==> src/rtl/cybernid_quant_pkg.sv <==
// cybernid_quant_pkg: shared constants, FSM state type and the per-feature
// threshold table for the CyberNID input quantizer.
// Optional build macro used by this slice: CYBERNID_LEN_CHECK_EN.
package cybernid_quant_pkg;

  localparam int N_FEAT    = 32;
  localparam int RAW_W     = 16;
  localparam int QBITS     = 2;
  localparam int N_THR     = (1 << QBITS) - 1;
  localparam int ERR_CNT_W = 8;
  localparam int IDX_W     = (N_FEAT > 1) ? $clog2(N_FEAT) : 1;

  typedef enum logic [1:0] {
    ST_COLLECT = 2'd0,
    ST_FULL    = 2'd1,
    ST_DRAIN   = 2'd2
  } state_t;

  // THRESH[feature][k], ascending in k for every feature.
  typedef logic [N_FEAT-1:0][N_THR-1:0][RAW_W-1:0] thresh_t;

  // Threshold table as exported by training; feature 0 is {100,200,300} and
  // later features spread progressively wider so every code is reachable.
  function automatic thresh_t gen_thresh();
    thresh_t t;
    t = '0;
    for (int i = 0; i < N_FEAT; i++) begin
      for (int k = 0; k < N_THR; k++) begin
        t[i][k] = RAW_W'(100 * (k + 1) + 64 * (k + 1) * (k + 1) * i);
      end
    end
    return t;
  endfunction

  localparam thresh_t THRESH = gen_thresh();

endpackage

==> src/rtl/cybernid_feat_quant.sv <==
// cybernid_feat_quant: combinational threshold compare for one raw sample.
// Shared by all features because feature beats arrive serially; the feature
// index selects which threshold row applies.
module cybernid_feat_quant
  import cybernid_quant_pkg::*;
(
  input  logic [IDX_W-1:0] i_idx,
  input  logic [RAW_W-1:0] i_data,
  output logic [QBITS-1:0] o_code
);

  logic [QBITS-1:0] w_code;

  // Code is the number of thresholds the sample reaches or exceeds.
  always_comb begin
    w_code = '0;
    for (int k = 0; k < N_THR; k++) begin
      if (i_data >= THRESH[i_idx][k]) begin
        w_code = w_code + QBITS'(1);
      end else begin
        w_code = w_code;
      end
    end
  end

  assign o_code = w_code;

endmodule

==> src/rtl/cybernid_input_quantizer.sv <==
// cybernid_input_quantizer: collects N_FEAT raw feature beats, quantizes each
// to QBITS via per-feature thresholds and hands the packed vector to layer 0.
// Optional macro CYBERNID_LEN_CHECK_EN enables s_last framing checks (short /
// long frame detection, DRAIN state, frame_err pulse and err_cnt counter).
// Without it s_last is ignored and the frame boundary is purely the count.
module cybernid_input_quantizer
  import cybernid_quant_pkg::*;
(
  input  logic                      clk,
  input  logic                      rst_n,
  input  logic                      s_valid,
  output logic                      s_ready,
  input  logic [RAW_W-1:0]          s_data,
  input  logic                      s_last,
  output logic                      m_valid,
  input  logic                      m_ready,
  output logic [N_FEAT*QBITS-1:0]   m_feat,
  output logic                      frame_err,
  output logic [ERR_CNT_W-1:0]      err_cnt
);

  localparam logic [IDX_W-1:0] LAST_IDX = IDX_W'(N_FEAT - 1);

  state_t                    r_state;
  state_t                    w_state_nxt;
  logic [IDX_W-1:0]          r_idx;
  logic [IDX_W-1:0]          w_idx_nxt;
  logic                      r_s_ready;
  logic                      r_m_valid;
  logic [N_FEAT*QBITS-1:0]   r_feat;
  logic [QBITS-1:0]          w_code;
  logic                      w_accept;
  logic                      w_wr_slot;
  logic                      w_err;

  assign w_accept = s_valid && r_s_ready;

  cybernid_feat_quant u_feat_quant (
    .i_idx  (r_idx),
    .i_data (s_data),
    .o_code (w_code)
  );

  // Next-state, index advance, slot-write and framing-error decisions.
  always_comb begin
    w_state_nxt = r_state;
    w_idx_nxt   = r_idx;
    w_wr_slot   = 1'b0;
    w_err       = 1'b0;
    case (r_state)
      ST_COLLECT: begin
        if (w_accept) begin
`ifdef CYBERNID_LEN_CHECK_EN
          if (s_last && (r_idx != LAST_IDX)) begin
            // Short frame: discard this beat and restart collection.
            w_idx_nxt = '0;
            w_err     = 1'b1;
          end else if (r_idx == LAST_IDX) begin
            w_idx_nxt = '0;
            if (s_last) begin
              w_wr_slot   = 1'b1;
              w_state_nxt = ST_FULL;
            end else begin
              // Long frame: drop it and swallow beats up to s_last.
              w_err       = 1'b1;
              w_state_nxt = ST_DRAIN;
            end
          end else begin
            w_wr_slot = 1'b1;
            w_idx_nxt = r_idx + IDX_W'(1);
          end
`else
          w_wr_slot = 1'b1;
          if (r_idx == LAST_IDX) begin
            w_idx_nxt   = '0;
            w_state_nxt = ST_FULL;
          end else begin
            w_idx_nxt = r_idx + IDX_W'(1);
          end
`endif
        end else begin
          w_state_nxt = r_state;
        end
      end
      ST_FULL: begin
        if (m_ready) begin
          w_state_nxt = ST_COLLECT;
        end else begin
          w_state_nxt = r_state;
        end
      end
      ST_DRAIN: begin
`ifdef CYBERNID_LEN_CHECK_EN
        if (w_accept && s_last) begin
          w_state_nxt = ST_COLLECT;
          w_idx_nxt   = '0;
        end else begin
          w_state_nxt = r_state;
        end
`else
        w_state_nxt = ST_COLLECT;
        w_idx_nxt   = '0;
`endif
      end
      default: begin
        w_state_nxt = ST_COLLECT;
        w_idx_nxt   = '0;
      end
    endcase
  end

  // State, index and registered handshake flags.
  always_ff @(posedge clk or negedge rst_n) begin
    if (!rst_n) begin
      r_state   <= ST_COLLECT;
      r_idx     <= '0;
      r_s_ready <= 1'b1;
      r_m_valid <= 1'b0;
    end else begin
      r_state   <= w_state_nxt;
      r_idx     <= w_idx_nxt;
      r_s_ready <= (w_state_nxt != ST_FULL);
      r_m_valid <= (w_state_nxt == ST_FULL);
    end
  end

  // Packed code vector; only the slot addressed by idx is rewritten.
  always_ff @(posedge clk or negedge rst_n) begin
    if (!rst_n) begin
      r_feat <= '0;
    end else begin
      for (int s = 0; s < N_FEAT; s++) begin
        if (w_wr_slot && (r_idx == IDX_W'(s))) begin
          r_feat[s*QBITS +: QBITS] <= w_code;
        end
      end
    end
  end

`ifdef CYBERNID_LEN_CHECK_EN
  logic                 r_frame_err;
  logic [ERR_CNT_W-1:0] r_err_cnt;

  // Framing-error pulse and saturating error counter.
  always_ff @(posedge clk or negedge rst_n) begin
    if (!rst_n) begin
      r_frame_err <= 1'b0;
      r_err_cnt   <= '0;
    end else begin
      r_frame_err <= w_err;
      if (w_err && (r_err_cnt != {ERR_CNT_W{1'b1}})) begin
        r_err_cnt <= r_err_cnt + ERR_CNT_W'(1);
      end
    end
  end

  assign frame_err = r_frame_err;
  assign err_cnt   = r_err_cnt;
`else
  logic w_unused;
  assign w_unused  = s_last | w_err;
  assign frame_err = 1'b0;
  assign err_cnt   = '0;
`endif

  assign s_ready = r_s_ready;
  assign m_valid = r_m_valid;
  assign m_feat  = r_feat;

endmodule

==> config.mk <==
export PLATFORM = sky130hd
export DESIGN_NAME = cybernid_input_quantizer
export DESIGN_NICKNAME = d
export VERILOG_FILES = /design/src/rtl/cybernid_quant_pkg.sv /design/src/rtl/cybernid_feat_quant.sv /design/src/rtl/cybernid_input_quantizer.sv
export SDC_FILE = /design/constraint.sdc
export NUM_CORES = 1
export LEC_CHECK = 0
export CAP_MARGIN = 20
export CORE_AREA = 4 4 93 95
export DETAILED_ROUTE_END_ITERATION = 6
export DIE_AREA = 0 0 97 99
export PLACE_DENSITY = 0.79
export REMOVE_ABC_BUFFERS = 1
export SLEW_MARGIN = 10
export SYNTH_ARGS = -nofsm -noshare
export SYNTH_HDL_FRONTEND = slang
export SYNTH_SLANG_ARGS = --single-unit
==> constraint.sdc <==
create_clock -name clk -period 3.47 [get_ports clk]
set_input_delay 0.694 -clock clk [delete_from_list [all_inputs] [get_ports clk]]
set_output_delay 0.694 -clock clk [all_outputs]
set_load 0.01 [all_outputs]
==> run_results.csv, run 1 <==
group,metric,value,unit
status,status,"finished, final reports clean",
layout,register_area,1830,um^2
floorplanning,rows,32,
logic_synthesis,synth_adder_area_share,10.3,%
worst_setup_path,cp.buffers_inverters,2,
sta,grt_setup_unrepaired,"false",
logic_synthesis,synth_seq_cells,73,
floorplanning,coreArea,7730,um^2
logic_synthesis,ys_warn_count,0,
worst_setup_path,rr_endpoint,"m_feat[21]",
worst_setup_path,r2r_cells,13,
detailed_routing,wl_per_cell,14.8,um
cts,path_clk_slew,0.08,ns
global_routing,grt_pass1_vias,3030,
logic_synthesis,synthXorXnorAreaFrac,1.13,%
detailed_routing,ant_nets,0,
floorplanning,initial_core_util,48.6,%
layout,drive_above_1_share,9.48,%
sta,hold_viol,0,
logic_synthesis,synth_mux_area_share,0.600,%
sta,finalSetupTns,0,ns
min_path,worstHoldStart,"m_feat[18]",
sta,max_freq,316,MHz
worst_setup_path,critPathLaunchType,"flip-flop",
detailed_routing,drtIter0Drc,116,
logic_synthesis,synth_top_family_by_area,"simple AND/OR/NAND/NOR gates",
worst_setup_path,end_kind,"flip-flop",
worst_setup_path,critPathLaunch,"r_idx[0]",
power,p_total,1.95,mW
sta,relSlewSlack,40.9,%
power,irDropWorstVdd,0.194,mV
layout,syn_to_final_growth,30.6,%
logic_synthesis,syn-cell-area,3750,um^2
sta,period_minus_slack,3.17,ns
worst_setup_path,cp_top_family,"compound AO/OA/AOI/OAI gates",
sta,slew_violations,0,
detailed_routing,vias,3117,
logic_synthesis,synth_ff_type,"dfrtp_1",
power,power_leakage,2.11,nW
detailed_routing,wl_met2,4.19,mm
global_routing,grt_max_degree,74,
detailed_routing,wl_met1,3.88,mm
cts,insertion_delay,0.35,ns
detailed_routing,wl_met3,468,um
global_routing,grt-ovfl-total,0,
worst_setup_path,cp.depth,13,
logic_synthesis,avgSynthCellArea,9.57,um^2
placed_design,post-dp-hpwl,6.30,mm
power,pwr_density_cell,399,nW/um^2
cts,numCtsBuffers,9,
cts,htreeDepth,3,
logic_synthesis,synth-compound-area-share,16.5,%
cts,cts_sinks,73,
logic_synthesis,synth_edf_count,0,
placed_design,dpl_worst_slack,0.191,ns
detailed_routing,drc,0,
logic_synthesis,synth_cells,392,
global_routing,grt_usage,18.1,%
logic_synthesis,synthSimpleGateAreaFrac,17.4,%
placed_design,dp_cells,571,
layout,fin_cells,587,
job,maxCapViolations,0,
cts,root_buffer,"clkbuf_8",
min_path,whs_path_depth,2,
sta,setup_viol,0,
detailed_routing,highest_layer,"met4",
layout,multi_input_area,1760,um^2
sta,finClkSkew,0.00703,ns
floorplanning,die_y,99,um
sta,hold_slack,0.481,ns
global_routing,antenna_found_initial,0,
cts,cts_tree,"yes",
worst_setup_path,arrival,3.39,ns
logic_synthesis,synth-seq-area-share,48.7,%
layout,final_area,4900,um^2
placed_design,io_buffers,83,
floorplanning,dieWidth,97,um
sta,setup_ws,0.302,ns
min_path,worstHoldEndpoint,"m_feat[18]",
sta,worstMarginPinSlew,0.887,ns
placed_design,post_dp_cell_area,4670,um^2
cts,clk_path_buf_depth,2,
global_routing,grt_pass1_wl,14.3,mm
layout,final.fill_count,644,
worst_setup_path,r2r_slack,0.30,ns
worst_setup_path,critPathMaxStageDelay,0.48,ns
worst_setup_path,path_cells,"inv_1 > ha_1 > a211oi_1 > a21oi_1 > xnor2_1 > ha_1 > o21ai_0 > nor2_1 > nor2_1 > o211ai_2 > mux2i_4 > buf_12 > o21ai_0",
floorplanning,dieArea,9600,um^2
layout,post-route-util,63.4,%
logic_synthesis,async_flop_share,100,%
floorplanning,ios,96,
cts,cts_hold_buf,0,
detailed_routing,drt_wl_total,8.69,mm
worst_setup_path,cpMaxStageDelayCell,"dfrtp_2",
worst_setup_path,critPathMaxFanout,32,
placed_design,routabilityCongestion,0.847,
detailed_routing,drt_pass1_iterations,4,
detailed_routing,via_per_inst,5.31,
worst_setup_path,worstPathRequired,3.69,ns
layout,diodes,0,
sta,fin_crit_sh,91.3,%
worst_setup_path,worst-setup-path-type,"reg2reg",
layout,fin_nets,532,
worst_setup_path,r2r-start,"r_idx[0]",
min_path,worstHoldPathType,"reg2reg",
logic_synthesis,synth_cell_types,48,
placed cells by master (no fill, tap or decap), drive strengths merged, types with 9 or more instances in the layout:
cell type and n:
nand3 23, dfrtp 72, conb 10, clkdlybuf4s50 82, buf 9, a21oi 12, inv 13, ha 31
nand2 91, o21ai 75, clkbuf 10
tightest hold or removal path, delay by kind of cell, from the launching register on:
kind               cells  cell delay, ns
AOI/OAI and AO/OA      1            0.06
DFF                    1            0.35
and+or+nand+nor        1            0.04
how the worst max path moves through the flow:
stage	endpoint	slack [ns]
floorplan	m_feat[0]	0.23
global placement	m_feat[30]	0.21
detailed placement	m_feat[2]	0.19
CTS	m_feat[21]	0.20
global route	m_feat[61]	0.05
finish	m_feat[21]	0.30
registers in the layout, indices dropped and copies added (netlist names):
signal,cells
r_state,2
r_idx,5
m_feat,64
m_valid,1
s_ready,1
power breakdown:
part           internal, mW  switching (mW)  leakage [nW]
Sequential            0.890          0.0283         0.996
Combinational         0.138           0.147          1.00
Clock                 0.427           0.324         0.113
Yosys cell counts (4+ instances only):
cell type | instances | area share [%]
clkbuf_1 | 6 | 0.60
dfrtp_1 | 72 | 48
inv_1 | 12 | 1.2
o21ai_2 | 10 | 2.3
or3_1 | 4 | 0.67
nand3_1 | 22 | 2.9
a21oi_1 | 12 | 1.6
ha_1 | 31 | 10
buf_4 | 10 | 2.0
o21ai_0 | 46 | 6.1
nor2_1 | 6 | 0.60
nand2_1 | 91 | 9.1
o21ai_1 | 19 | 2.5
nor3_1 | 4 | 0.53
nor2b_1 | 5 | 0.83
layer usage:
metal  global-route usage (%)  vias to the layer above
met1                     23.2                     1486
li1                         -                     1524
met3                     4.46                       13
met2                     30.4                       94
met4                     5.51                        0
met5                        0                        -
logic make-up (layout without fill, tap and decap cells):
logic type,after synthesis,count (layout)
flip-flops,73,73
AO/OA/AOI/OAI,104,104
AND/OR/NAND/NOR,143,143
adder cells (fa/ha/maj),31,31
buffers and inverters,35,119
other,1,10
XOR/XNOR,4,4
multiplexers,1,1
repair_timing:
action                                  CTS  global route
endpoints found under the setup margin    0            28
gates resized for setup                   0             1
setup buffers                             0             0
area by class of cell:
| class | instances | share of cell area, % |
|---|---|---|
| clock buffers | 10 | 2.81 |
| flip-flops and latches | 73 | 37.3 |
| multi-input cells | 293 | 35.9 |
| repair buffers | 91 | 18.6 |
| well taps | 102 | 2.60 |
| inverters | 12 | 0.919 |
| clock inverters | 6 | 1.84 |
(Power assumes the default switching activity.)
==> run 2: changes to the inputs <==
Settings changed: CORE_AREA 4 4 93 95 to 4 4 77 115, DIE_AREA 0 0 97 99 to 0 0 81 119, PLACE_DENSITY 0.79 to 0.78.
==> run_results.csv, run 2 (synthesized netlist as in run 1, its figures left out) <==
group,metric,value,unit
sta,max_freq,318,MHz
global_routing,grt-ovfl-total,0,
worst_setup_path,critPathMaxFanout,32,
cts,clk_path_buf_depth,2,
sta,grt_setup_unrepaired,"false",
cts,cts_resized,0,
cts,cts_hold_buf,0,
layout,drive_above_1_share,10.1,%
worst_setup_path,critPathMaxStageDelay,0.51,ns
cts,htreeDepth,3,
layout,final.fill_count,673,
sta,finClkSkew,0.00454,ns
worst_setup_path,r2r_slack,0.32,ns
global_routing,grt_pass1_wl,14.9,mm
cts,cts_tree,"yes",
floorplanning,coreArea,7910,um^2
floorplanning,initial_core_util,47.5,%
detailed_routing,drc,0,
placed_design,dpl_worst_slack,0.0669,ns
placed_design,io_buffers,83,
sta,slew_violations,0,
sta,relSlewSlack,65.7,%
min_path,worstHoldPathType,"in2async",
sta,fin_crit_sh,90.7,%
detailed_routing,ant_nets,0,
detailed_routing,drtIter0Drc,172,
global_routing,grt_max_degree,48,
layout,diodes,0,
global_routing,antenna_found_initial,0,
layout,largest_reg_flops,64,
cts,insertion_delay,0.33,ns
cts,root_buffer,"clkbuf_16",
worst_setup_path,cpMaxStageDelayCell,"dfrtp_1",
sta,worstMarginPinSlew,0.511,ns
sta,hold_slack,0.271,ns
cts,cts_setup_buffers,0,
worst_setup_path,end_kind,"flip-flop",
status,status,"finished, final reports clean",
worst_setup_path,worst-setup-path-type,"reg2reg",
global_routing,grt_pass1_vias,3149,
detailed_routing,vias,3148,
worst_setup_path,critPathLaunchType,"flip-flop",
power,irDropWorstVdd,0.287,mV
layout,layout_common_cells,"nand2_1 (91), clkdlybuf4s50_1 (82), dfrtp_1 (72)",
floorplanning,die_y,119,um
sta,finalSetupTns,0,ns
global_routing,grt_usage,19.8,%
worst_setup_path,r2r_cells,13,
sta,hold_viol,0,
cts,path_clk_slew,0.05,ns
placed_design,routabilityCongestion,0.868,
layout,syn_to_final_growth,34.0,%
worst_setup_path,rr_endpoint,"m_feat[61]",
detailed_routing,via_per_inst,5.26,
placed_design,post-dp-hpwl,6.93,mm
detailed_routing,wl_per_cell,15.1,um
power,power_leakage,2.18,nW
cts,cts_sinks,73,
sta,period_minus_slack,3.15,ns
detailed_routing,drt_wl_total,9.02,mm
power,pwr_density_cell,419,nW/um^2
worst_setup_path,arrival,3.35,ns
worst_setup_path,worstPathRequired,3.67,ns
layout,fin_nets,540,
floorplanning,rows,40,
worst_setup_path,path_cells,"inv_1 > ha_1 > a211oi_1 > a21oi_1 > xnor2_1 > ha_1 > o21ai_0 > nor2_1 > nor2_1 > o211ai_2 > mux2i_4 > buf_12 > o21ai_0",
job,maxCapViolations,0,
worst_setup_path,r2r-start,"r_idx[1]",
floorplanning,dieWidth,81,um
cts,numCtsBuffers,9,
detailed_routing,drt_pass1_iterations,4,
layout,final_common_cell,"nand2_1",
floorplanning,dieArea,9640,um^2
sta,setup_viol,0,
sta,setup_ws,0.322,ns
floorplanning,ios,96,
-- run 2: cell type report --
class | count | area [um^2] | area share (%)
Sequential cell | 73 | 1830 | 36.4
Multi-Input combinational cell | 293 | 1760 | 35.0
Timing Repair Buffer | 99 | 971 | 19.3
Clock buffer | 13 | 250 | 4.98
Tap cell | 105 | 131 | 2.61
Inverter | 12 | 45.0 | 0.896
Clock inverter | 3 | 40.0 | 0.796
-- run 2: metrics by stage --
stage / total power, mW / instance area, um^2 / instances / utilization (%)
global placement: 1.22 / 4720 / 581 / 59.7
global route: 2.20 / 5030 / 598 / 63.6
finish: 2.11 / 5030 / 598 / 63.6
detailed placement: 1.23 / 4720 / 581 / 59.7
floorplan: 1.06 / 3630 / 378 / -
CTS: 2.12 / 5010 / 597 / 63.3
-- run 2: worst max-delay path by stage --
stage / start / to / slack [ns] / cells after the start
after CTS: r_idx[1] / m_feat[61] / 0.29 / 13
after floorplan: r_idx[2] / m_feat[0] / 0.23 / 10
final: r_idx[1] / m_feat[61] / 0.32 / 13
after global placement: s_data[5] / m_feat[16] / 0.12 / 11
after detailed placement: s_data[5] / m_feat[56] / 0.07 / 11
after global routing: r_idx[1] / m_feat[8] / 0.08 / 13
-- run 2: worst max-delay path: cells and delay by family (launching register included) --
family                   cells  cell delay (ns)
AO/OA/AOI/OAI                5             0.89
multiplexers                 1             0.31
XOR/XNOR                     1             0.15
flip-flops                   1             0.51
buffers and inverters        2             0.33
AND/OR/NAND/NOR              2             0.15
adder cells (fa/ha/maj)      2             0.67
-- run 2: where the power goes --
part | internal (mW) | total [mW] | leakage, nW | switching (mW)
clock | 0.574 | 0.893 | 0.144 | 0.320
combinational | 0.143 | 0.294 | 1.04 | 0.152
sequential | 0.892 | 0.920 | 0.997 | 0.0282
-- run 2: routing by layer --
| layer | GRT usage (%) | wire, um | vias to the layer above |
|---|---|---|---|
| li1 | - | - | 1533 |
| met1 | 22.9 | 3390 | 1516 |
| met2 | 34.6 | 5030 | 83 |
| met3 | 3.48 | 402 | 16 |
| met4 | 9.09 | 197 | 0 |
| met5 | 0 | 0 | - |
==> run 3: changes to the inputs <==
Settings changed: CELL_PAD_IN_SITES_DETAIL_PLACEMENT set to 1, CELL_PAD_IN_SITES_GLOBAL_PLACEMENT set to 1, CORE_AREA 4 4 77 115 to 4 4 88 131, DIE_AREA 0 0 81 119 to 0 0 92 135, GPL_ROUTABILITY_DRIVEN set to 0, PLACE_DENSITY 0.78 to unset, PLACE_DENSITY_LB_ADDON set to 0.1.
==> run_results.csv, run 3 (synthesized netlist as in run 1, its figures left out) <==
group,metric,value,unit
min_path,worstHoldStart,"m_feat[19]",
sta,grt_setup_unrepaired,"false",
power,p_total,2.20,mW
worst_setup_path,cp.buffers_inverters,2,
cts,root_buffer,"clkbuf_16",
floorplanning,coreArea,10500,um^2
global_routing,grt-ovfl-total,0,
sta,period_minus_slack,3.14,ns
sta,finClkSkew,0.00418,ns
power,switching_share,23.5,%
floorplanning,die_y,135,um
layout,multi_input_area,1760,um^2
detailed_routing,drt_wl_total,10.1,mm
detailed_routing,drc,0,
sta,hold_viol,0,
layout,final_common_cell,"nand2_1",
sta,setup_viol,0,
sta,fin_crit_sh,90.4,%
cts,cts_resized,0,
sta,slew_violations,0,
floorplanning,ios,96,
layout,largest_reg_flops,64,
layout,layout_common_cells,"nand2_1 (91), clkdlybuf4s50_1 (82), dfrtp_1 (72)",
power,p_comb_share,13.5,%
sta,max_freq,319,MHz
global_routing,grt_pass1_wl,16.8,mm
cts,clk_path_buf_depth,2,
detailed_routing,ant_nets,0,
detailed_routing,wl_per_cell,16.0,um
worst_setup_path,critPathLaunch,"r_idx[1]",
cts,htreeDepth,3,
global_routing,grt_usage,17.1,%
power,p_sw,0.517,mW
cts,cts_hold_buf,0,
placed_design,dp_cells,616,
cts,cts_sinks,73,
layout,post-route-util,48.4,%
worst_setup_path,r2r-start,"r_idx[1]",
cts,cts_setup_buffers,0,
worst_setup_path,cpMaxStageDelayCell,"dfrtp_1",
detailed_routing,drt_pass1_iterations,5,
worst_setup_path,worst-setup-path-type,"reg2reg",
detailed_routing,via_per_inst,4.94,
min_path,worstHoldPathType,"reg2reg",
global_routing,grt_max_degree,74,
global_routing,grt_pass1_vias,3314,
layout,diodes,0,
floorplanning,dieWidth,92,um
cts,numCtsBuffers,9,
floorplanning,dieArea,12400,um^2
layout,register_area,1830,um^2
job,maxCapViolations,0,
cts,cts_tree,"yes",
power,pwr_density_cell,433,nW/um^2
worst_setup_path,worstPathRequired,3.67,ns
cts,insertion_delay,0.32,ns
layout,final_area,5070,um^2
detailed_routing,drtIter0Drc,81,
worst_setup_path,arrival,3.33,ns
worst_setup_path,end_kind,"flip-flop",
worst_setup_path,cp_top_family,"compound AO/OA/AOI/OAI gates",
power,clkPwrFrac,44.8,%
worst_setup_path,critPathLaunchType,"flip-flop",
layout,fin_nets,535,
detailed_routing,vias,3124,
power,p_int,1.68,mW
layout,fin_cells,632,
worst_setup_path,critPathMaxStageDelay,0.50,ns
worst_setup_path,path_cells,"inv_1 > ha_1 > a211oi_1 > a21oi_1 > xnor2_1 > ha_1 > o21ai_0 > nor2_1 > nor2_1 > o211ai_2 > mux2i_4 > buf_12 > o21ai_0",
power,power_leakage,2.17,nW
global_routing,antenna_found_initial,0,
placed_design,post-dp-hpwl,7.60,mm
layout,syn_to_final_growth,35.2,%
layout,final.fill_count,1205,
power,seqPwrFrac,41.7,%
sta,relSlewSlack,37.7,%
floorplanning,initial_core_util,35.8,%
status,status,"finished, final reports clean",
power,irDropWorstVdd,0.277,mV
cts,path_clk_slew,0.06,ns
sta,worstMarginPinSlew,0.934,ns
worst_setup_path,critPathMaxFanout,32,
layout,drive_above_1_share,9.63,%
placed_design,post_dp_cell_area,4750,um^2
sta,finalSetupTns,0,ns
floorplanning,rows,46,
placed_design,io_buffers,83,
==> run 3: layout make-up <==
cell class	instances	area share [%]
tap	144	3.55
clock buffer	11	4.79
clock inverter	5	1.55
timing repair buffer	94	18.5
multi-input combinational	293	34.7
sequential	73	36.0
inverter	12	0.888
==> run 3: final timing paths <==
check | slack (ns) | end | depth (start not counted)
worst max register to register | 0.33 | m_feat[61] | 13
max in group asynchronous | 2.36 | m_feat[2] | 1
worst min-delay path | 0.48 | m_feat[19] | 2
worst min register to register | 0.48 | m_feat[19] | 2
worst max-delay path | 0.33 | m_feat[61] | 13
min in group asynchronous | 0.50 | m_feat[1] | 1
==> run 3: worst min-delay path, stage by stage, from the launching register on <==
cell	delay, ns
dfrtp_1	0.34
nand2_1	0.05
o21ai_0	0.06
==> run 3: per-stage QoR <==
step | hold WS (ns) | setup slack (ns)
2_1_floorplan | 0.398 | 0.227
3_3_place_gp | 0.461 | 0.106
3_5_place_dp | 0.472 | 0.0731
4_1_cts | 0.487 | 0.288
5_1_grt | 0.507 | 0.00827
6_report | 0.479 | 0.334
==> run 3: metal layers <==
metal	vias to the layer above	share of wire [%]	track usage (%)
met5	-	0	0
met4	0	1.6	5.37
met3	10	3.5	3.29
met2	63	55	31.8
met1	1528	40	19.5
li1	1523	-	-
==> run 3: power groups by stage <==
stage	registers [mW]	logic (mW)	clock network, mW
after floorplan	0.948	0.112	0
after global placement	0.932	0.291	0
after detailed placement	0.934	0.302	0
after CTS	0.919	0.304	1.00
after global routing	0.922	0.332	1.04
final	0.917	0.296	0.984
